## src/rtl/dco_meter_pkg.sv

```systemverilog
// Shared types and constants for the DCO frequency meter:
// FSM state encoding and the gate-window length lookup.
package dco_meter_pkg;

  typedef enum logic [1:0] {
    ST_IDLE,
    ST_ARM,
    ST_MEASURE,
    ST_HOLD
  } state_t;

  localparam int GATE_BASE_LOG2 = 6;
  localparam int GATE_CNT_W     = 10;

  // Window length in clk cycles: 64, 128, 256 or 512.
  function automatic logic [GATE_CNT_W-1:0] gate_len(input logic [1:0] sel);
    logic [GATE_CNT_W-1:0] one;
    one = GATE_CNT_W'(1);
    return one << (GATE_BASE_LOG2 + int'(sel));
  endfunction

endpackage

```

## src/rtl/dco_edge_sync.sv

```systemverilog
// Brings the asynchronous DCO input into the clk domain and flags each
// rising edge with a single-cycle rise pulse.
module dco_edge_sync #(
  parameter int SYNC_STAGES = 2
) (
  input  logic clk,
  input  logic rst_n,
  input  logic d,
  output logic rise
);

  logic [SYNC_STAGES-1:0] sync_reg;
  logic                   prev_reg;

  always_ff @(posedge clk or negedge rst_n) begin
    if (!rst_n) begin
      sync_reg <= '0;
      prev_reg <= 1'b0;
    end else begin
      sync_reg <= {sync_reg[SYNC_STAGES-2:0], d};
      prev_reg <= sync_reg[SYNC_STAGES-1];
    end
  end

  // Driven only from flops, so the pulse is glitch-free.
  assign rise = sync_reg[SYNC_STAGES-1] & ~prev_reg;

endmodule

```

## src/rtl/dco_freq_meter.sv

```systemverilog
// Gated DCO frequency meter: counts rising edges in a window that opens on
// the first edge seen, and reports the last edge-to-edge period.
module dco_freq_meter
  import dco_meter_pkg::*;
#(
  parameter int CNT_W       = 8,
  parameter int SYNC_STAGES = 2
) (
  input  logic             clk,
  input  logic             rst_n,
  input  logic             ena,
  input  logic             dco_in,
  input  logic [1:0]       gate_sel,
  input  logic             start,
  input  logic             meas_ack,
  output logic             busy,
  output logic             meas_valid,
  output logic [CNT_W-1:0] edge_count,
  output logic [CNT_W-1:0] period_out,
  output logic             no_signal
);

  function automatic logic [CNT_W-1:0] sat_inc(input logic [CNT_W-1:0] v);
    return (v == {CNT_W{1'b1}}) ? v : v + 1'b1;
  endfunction

  logic rise;

  dco_edge_sync #(
    .SYNC_STAGES(SYNC_STAGES)
  ) u_sync (
    .clk  (clk),
    .rst_n(rst_n),
    .d    (dco_in),
    .rise (rise)
  );

  state_t                 state_reg, state_next;
  logic [1:0]             gsel_reg, gsel_next;
  logic [GATE_CNT_W-1:0]  gate_cnt_reg, gate_cnt_next;
  logic [CNT_W-1:0]       edge_cnt_reg, edge_cnt_next;
  logic [CNT_W-1:0]       period_cnt_reg, period_cnt_next;
  logic [CNT_W-1:0]       period_last_reg, period_last_next;
  logic [CNT_W-1:0]       edge_count_reg, edge_count_next;
  logic [CNT_W-1:0]       period_out_reg, period_out_next;
  logic                   no_signal_reg, no_signal_next;
  logic                   busy_reg, meas_valid_reg;
  logic [CNT_W-1:0]       edge_tmp, period_tmp;
  logic                   last_cycle, arm_now;

  always_ff @(posedge clk or negedge rst_n) begin
    if (!rst_n) state_reg <= ST_IDLE;
    else        state_reg <= state_next;
  end

  always_comb begin
    state_next       = state_reg;
    gsel_next        = gsel_reg;
    gate_cnt_next    = gate_cnt_reg;
    edge_cnt_next    = edge_cnt_reg;
    period_cnt_next  = period_cnt_reg;
    period_last_next = period_last_reg;
    edge_count_next  = edge_count_reg;
    period_out_next  = period_out_reg;
    no_signal_next   = no_signal_reg;
    arm_now          = 1'b0;
    edge_tmp         = rise ? sat_inc(edge_cnt_reg) : edge_cnt_reg;
    period_tmp       = rise ? sat_inc(period_cnt_reg) : period_last_reg;
    last_cycle       = (gate_cnt_reg == gate_len(gsel_reg) - GATE_CNT_W'(1));

    if (!ena) begin
      state_next = ST_IDLE;
    end else begin
      case (state_reg)
        ST_IDLE: begin
          if (start) arm_now = 1'b1;
        end
        ST_ARM: begin
          if (rise) begin
            // This cycle is window cycle 0; MEASURE starts at cycle 1.
            state_next      = ST_MEASURE;
            gate_cnt_next   = GATE_CNT_W'(1);
            edge_cnt_next   = CNT_W'(1);
            period_cnt_next = '0;
          end else if (last_cycle) begin
            state_next      = ST_HOLD;
            edge_count_next = '0;
            period_out_next = '0;
            no_signal_next  = 1'b1;
          end else begin
            gate_cnt_next = gate_cnt_reg + 1'b1;
          end
        end
        ST_MEASURE: begin
          edge_cnt_next    = edge_tmp;
          period_last_next = period_tmp;
          if (rise) period_cnt_next = '0;
          else      period_cnt_next = sat_inc(period_cnt_reg);
          if (last_cycle) begin
            state_next      = ST_HOLD;
            edge_count_next = edge_tmp;
            period_out_next = period_tmp;
            no_signal_next  = 1'b0;
          end else begin
            gate_cnt_next = gate_cnt_reg + 1'b1;
          end
        end
        ST_HOLD: begin
          if (meas_ack) begin
            if (start) arm_now = 1'b1;
            else       state_next = ST_IDLE;
          end
        end
        default: state_next = ST_IDLE;
      endcase
    end

    if (arm_now) begin
      state_next       = ST_ARM;
      gsel_next        = gate_sel;
      gate_cnt_next    = '0;
      edge_cnt_next    = '0;
      period_cnt_next  = '0;
      period_last_next = '0;
    end
  end

  always_ff @(posedge clk or negedge rst_n) begin
    if (!rst_n) begin
      gsel_reg        <= 2'd0;
      gate_cnt_reg    <= '0;
      edge_cnt_reg    <= '0;
      period_cnt_reg  <= '0;
      period_last_reg <= '0;
      edge_count_reg  <= '0;
      period_out_reg  <= '0;
      no_signal_reg   <= 1'b0;
      busy_reg        <= 1'b0;
      meas_valid_reg  <= 1'b0;
    end else begin
      gsel_reg        <= gsel_next;
      gate_cnt_reg    <= gate_cnt_next;
      edge_cnt_reg    <= edge_cnt_next;
      period_cnt_reg  <= period_cnt_next;
      period_last_reg <= period_last_next;
      edge_count_reg  <= edge_count_next;
      period_out_reg  <= period_out_next;
      no_signal_reg   <= no_signal_next;
      busy_reg        <= (state_next == ST_ARM) || (state_next == ST_MEASURE);
      meas_valid_reg  <= (state_next == ST_HOLD);
    end
  end

  assign busy       = busy_reg;
  assign meas_valid = meas_valid_reg;
  assign edge_count = edge_count_reg;
  assign period_out = period_out_reg;
  assign no_signal  = no_signal_reg;

endmodule

```

## config.mk

```make
export PLATFORM = sky130hd
export DESIGN_NAME = dco_freq_meter
export DESIGN_NICKNAME = d
export VERILOG_FILES = /design/src/rtl/dco_meter_pkg.sv /design/src/rtl/dco_edge_sync.sv /design/src/rtl/dco_freq_meter.sv
export SDC_FILE = /design/constraint.sdc
export NUM_CORES = 1
export LEC_CHECK = 0
export BUFFER_PORTS_ARGS = -buffer_cell sky130_fd_sc_hd__buf_4
export CORE_MARGIN = 8
export CORE_UTILIZATION = 35
export CTS_BUF_LIST = sky130_fd_sc_hd__clkbuf_16
export CTS_CLUSTER_DIAMETER = 40
export DETAILED_ROUTE_END_ITERATION = 6
export PLACE_DENSITY = 0.65
export SLEW_MARGIN = 20
export SYNTH_ARGS = -nofsm -noshare
export SYNTH_HDL_FRONTEND = slang
export SYNTH_SLANG_ARGS = --single-unit
```

## constraint.sdc

```tcl
create_clock -name clk -period 2.3 [get_ports clk]
set_clock_uncertainty 0.15 [all_clocks]
set_input_delay 0.23 -clock clk [delete_from_list [all_inputs] [get_ports clk]]
set_output_delay 0.23 -clock clk [all_outputs]
set_load 0.005 [all_outputs]
```

# After elaboration in Yosys (flattened, before gate mapping)
# Cells that the tools add are included.
dict set report totals {
  regBits 60
  out_inout_bits 19
  elab_cells 86
}
dict set report classes {
  addsub 5
  eq_ne 13
  shift 1
  muxes 42
  bitwise_logic 2
  n_reduce_logical 10
}
# op count
set ops {}
lappend ops {{8-bit two-way mux} 18}
lappend ops {{8-bit one-hot mux with 2 select lines} 4}
lappend ops {{10-bit two-way mux} 4}
lappend ops {{10-bit one-hot mux with 2 select lines} 1}
lappend ops {{8-bit by 1-bit adder with 8-bit output, second input constant} 2}
lappend ops {{8-bit == test, second input constant} 2}
lappend ops {{2-bit two-way mux} 6}
lappend ops {{10-bit by 1-bit adder with 10-bit output, second input constant} 1}
lappend ops {{10-bit == test} 1}
lappend ops {{1-bit by 4-bit left shift with 10-bit output, first input constant} 1}
lappend ops {{10-bit by 1-bit subtractor with 10-bit output, second input constant} 1}
lappend ops {{2-bit == test, second input constant} 4}
lappend ops {{1-bit two-way mux} 6}
lappend ops {{2-bit inequality test, second input constant} 3}
lappend ops {{2-bit one-hot mux with 3 select lines} 1}
lappend ops {{2-bit nonzero test} 3}
lappend ops {{5-bit AND reduction} 1}
lappend ops {{3-bit by 2-bit adder with 4-bit output, first input constant} 1}
lappend ops {{2-bit by 1-bit == test with 1-bit output, second input constant} 2}
lappend ops {{1-bit one-hot mux with 2 select lines} 2}
lappend ops {{2-bit AND reduction} 2}
lappend ops {{3-bit inequality test, second input constant} 1}
lappend ops {{3-bit AND reduction} 1}
lappend ops {{3-bit nonzero test} 1}
lappend ops {{4 further kinds} 4}

# Logic depth before layout (Yosys ltp)
dict set report depth {
  ltp_word 11
  ltp_mapped 9
  ltp_nobuf 7
}

# Modules after synthesis
# A second synthesis with hierarchy kept.
dict set report unflattened {
  hier_cells 359
  area_unflattened_um2 3250.6
}
# mod instances cells_per_inst area_per_inst_um2 seq_area_each_um2
set modules_own_cells {}
lappend modules_own_cells {dco_freq_meter 1 355 3161.8 1426.4}
lappend modules_own_cells {dco_edge_sync 1 4 88.8 75.1}

# Worst setup path before layout
# Ideal clock, no wire load.
dict set report synth_path {
  kind {register -> register}
  from {register state_reg[0]}
  to {register gate_cnt_reg[9]}
  setup_ps 64
  arrival_ps 1996
  t_required_ps 2086
  path_slack_ps 90
  path_stages_with_launch 8
  n_path_buf 0
  synth_period_minus_slack_ps 2210
  cell_sequence {dfrtp_1 inv_1 ha_1 nand3b_1 o21ai_2 or4b_1 a211oi_1 a21o_1}
}
dict set report synth_between {
  elab_chain_len 5
}
# item line_no
set synth_rtl {}
lappend synth_rtl {{start: declaration} dco_freq_meter.sv:38} ;# state_t state_reg, state_next;
lappend synth_rtl {{start signal: assignment} dco_freq_meter.sv:53} ;# else state_reg <= state_next;
lappend synth_rtl {{2-bit == test or 2-bit zero test (tied branches)} dco_freq_meter.sv:74} ;# case (state_reg)
lappend synth_rtl {{1-bit one-hot mux with 2 select lines} dco_freq_meter.sv:74}
lappend synth_rtl {{1-bit two-way mux} dco_freq_meter.sv:71} ;# if (!ena) begin
lappend synth_rtl {{3-bit nonzero test (no source line) or 2-bit nonzero test (tied branches)} n/a}
lappend synth_rtl {{2-bit AND reduction (no source line)} n/a}
lappend synth_rtl {{end signal: assignment} dco_freq_meter.sv:142} ;# gate_cnt_reg <= gate_cnt_next;
lappend synth_rtl {{end: declaration} dco_freq_meter.sv:40} ;# logic [GATE_CNT_W-1:0] gate_cnt_reg, gate_cnt_next;
# Parallel ways exist; a longest one is shown, timed or not. The select of a mux whose other input is x is not followed.
# A chain may end at the register's enable or synchronous reset.

# Final worst setup path
# Ends and elaborated chain as after synthesis.

==> out/results.tsv <==
stage	metric	value	unit
floorplanning	num_io_pins	27	
worst_setup_path	reg2reg_to	gate_cnt_reg[9]	
power_and_ir_drop	seqPwrFrac	40.6	%
power_and_ir_drop	comb_power_share	11.1	%
drt	via_per_inst	5.553	
placement	gp_congestion	0.8614	
worst_setup_path	crit_family	simple AND/OR/NAND/NOR gates	
clock_tree	htree_levels	3	
drt	drt_iter0_markers	244	
sta	period_share	97.28	%
worst_setup_path	crit_buf_inv	2	
floorplanning	die_y	112.6	um
drt	wire_per_inst	15.57	um
drt	drc	0	
worst_setup_path	crit_path_max_fanout	7	
synth	synth-edff-count	0	
synth	syn_inst	343	
finish	fill_cells	839	
drt	num_vias	2860	
clock_tree	root_buffer	clkbuf_16	
finish	area_growth	27.14	%
power_and_ir_drop	switching_share	26.09	%
clock_tree	cts_tree	done	
synth	yosysTopAreaCellShare	45.99	%
placement	port_buffers	26	
placement	place_area	3731	sq um
floorplanning	rows	35	
power_and_ir_drop	power_frac_clock	48.2	%
clock_tree	clock-sinks	60	
worst_setup_path	path_class	reg -> reg	
synth	yosys.cell_types.count	60	
finish	drive_gt1_share	25.00	%
hold_path	worstHoldStart	ena	
power_and_ir_drop	p_leak	1.811	nW
worst_setup_path	worst_ep_arrival_time	2.36	ns
worst_setup_path	rr_worst_depth	8	
hold_path	hold_class	in -> reg	
power_and_ir_drop	peakVddDrop	0.3725	mV
global_route	antenna_found_initial	0	
sta	min_period	2.238	ns
worst_setup_path	r2r_setup_slack	0.06	ns
synth	seq_area_frac_synth	45.99	%
clock_tree	path_clk_slew	0.06	ns
synth	synth_flop_cell	dfrtp_1	
worst_setup_path	startpoint	state_reg[0]	
power_and_ir_drop	p_sw	0.0007313	W
synth	ys_warn_count	0	
synth	ys_ff_latch	60	
worst_setup_path	required	2.42	ns
floorplanning	start_util	35.67	%
worst_setup_path	r2r-start	state_reg[0]	
global_route	gr-usage-all-layers	13.40	%
placement	dpl.hpwl	5.643	mm
sta	fmax	446.9	MHz
sta	rsz0062_at_grt	yes	
global_route	grt_pass1_vias	2850	
worst_setup_path	worstSetupEndpoint	gate_cnt_reg[9]	
finish	final_nets	416	
global_route	overflow	0	
worst_setup_path	crit_chain	inv_2, ha_1, nand3b_1, buf_6, o21ai_4, or4b_4, a211oi_2, a21o_1	
sta	slew_headroom	48.84	%
drt	drt-total-wl	8.020	mm
synth	synthTopCellsByArea	dfrtp_1 (46%), o21ai_0 (5.5%), nand2_1 (4.3%)	
finish	diodes	0	
finish	layout_commonest_cell	dfrtp_1	
synth	syn_area_per_cell	9.517	sq um
drt	dr.pass1.iters	4	
power_and_ir_drop	cellPowerDensity	675.5	nW/um^2
sta	tightest_slew	0.7675	ns
finish	mostFrequentLayoutCells	dfrtp_1 (60), buf_4 (56), nand2_1 (36), o21ai_0 (35), nor2_1 (27)	
job	cap_violations	0	
synth	async_flop_share	100.0	%
global_route	grt_max_degree	61	
power_and_ir_drop	p_int	0.002072	W
worst_setup_path	max_stage_delay	0.47	ns
clock_tree	clk_path_buf_depth	2	
sta	setup_viol	0	
synth	syn-num-nets	360	
worst_setup_path	critPathCaptureType	flip-flop	
sta	maxSlewViolCount	0	
floorplanning	core	9153	sq um
floorplanning	dieArea	12670	sq um
synth	syn-cell-area	3264	sq um
finish	largest_reg_flops	10	
sta	hold_violations	0	
clock_tree	clkLatencyLatePin	0.33	ns
finish	stdcell_area	4150	sq um
synth	yosys.area.top_type	dfrtp_1	
worst_setup_path	cp-start-kind	flip-flop	
status	status	finished clean	
clock_tree	numCtsBuffers	9	
worst_setup_path	crit_slowest_cell	or4b_4	
worst_setup_path	crit_cells	8	
sta	hold_ws	0.1379	ns
global_route	grt_pass1_wl	13.90	mm
drt	ant_nets	0	
floorplanning	die_x	112.6	um
## through the flow
stage | utilization, % | std cells | worst slack [ns] | power, W | TNS, ns
2_1_floorplan | - | 343 | 0.09014 | 0.001312 | 0
3_3_place_gp | 40.77 | 492 | 0.01575 | 0.001434 | 0
3_5_place_dp | 40.77 | 492 | -0.06988 | 0.001444 | -0.1846
4_1_cts | 44.66 | 514 | 0.009274 | 0.002812 | 0
5_1_grt | 45.35 | 515 | -0.01901 | 0.002928 | -0.05873
6_report | 45.35 | 515 | 0.06246 | 0.002803 | 0
## cell families after synthesis
kind of cell / Yosys count / share of synthesized area, %
compound gates: 117 / 23.96
xor+xnor: 8 / 2.147
fa+ha+maj: 9 / 3.450
buf+inv: 21 / 2.951
flops: 60 / 45.99
mux: 8 / 2.606
simple gates: 120 / 18.90
## timing repair
action                                  4_1_cts  5_1_grt
hold buffers                                  4        0
endpoints found under the setup margin        7       23
buffers inserted                              2        1
endpoints found under the hold margin        63        0
pin swaps                                     0        1
resized for setup                             2       13
## cell type report
type	instances	area [sq um]	area share, %
Multi-Input combinational cell	262	1718	41.39
Sequential cell	60	1501	36.18
Timing Repair Buffer	61	471.7	11.37
Clock buffer	9	225.2	5.427
Tap cell	111	138.9	3.346
Clock inverter	7	76.32	1.839
Inverter	5	18.77	0.4522
## power groups by stage
stage | combinational (W) | sequential (W) | clock [W]
2_1_floorplan | 0.000162 | 0.00115 | 0
3_3_place_gp | 0.000281 | 0.00115 | 0
3_5_place_dp | 0.000287 | 0.00116 | 0
4_1_cts | 0.000296 | 0.00114 | 0.00138
5_1_grt | 0.000346 | 0.00115 | 0.00144
6_report | 0.000312 | 0.00114 | 0.00135
## worst min-delay path: stages
cell and delay, ns:
buf_4 0.16, o21ai_0 0.11, a311oi_2 0.07
## layer usage
layer / track usage [%] / wire length (um) / up-vias
met1: 17.29 / 3762 / 1382
li1: - / - / 1394
met4: 4.946 / 163 / 0
met3: 4.240 / 350 / 18
met2: 20.47 / 3744 / 66
met5: 0 / 0 / -
## worst min-delay path by stage
stage | end | slack [ns] | cells past startpoint
4_1_cts | state_reg[1] | 0.11 | 3
2_1_floorplan | busy | -0.22 | 0
6_report | state_reg[1] | 0.14 | 3
3_3_place_gp | u_sync.sync_reg[1] | 0.19 | 0
5_1_grt | state_reg[0] | 0.15 | 2
3_5_place_dp | u_sync.sync_reg[1] | 0.19 | 0
## synth_stat cells, types with 5 or more instances
master	instances
a211oi_1	6
a21o_1	5
a21oi_1	17
a22o_1	9
a31oi_1	5
buf_2	8
clkbuf_1	6
dfrtp_1	60
ha_1	9
nand2_1	37
nand3_1	9
nand4_1	7
nor2_1	28
nor3_1	5
o21ai_0	36
o31ai_1	6
or3_1	6
xnor2_1	5
No activity file was read; power rests on OpenSTA's default activity.
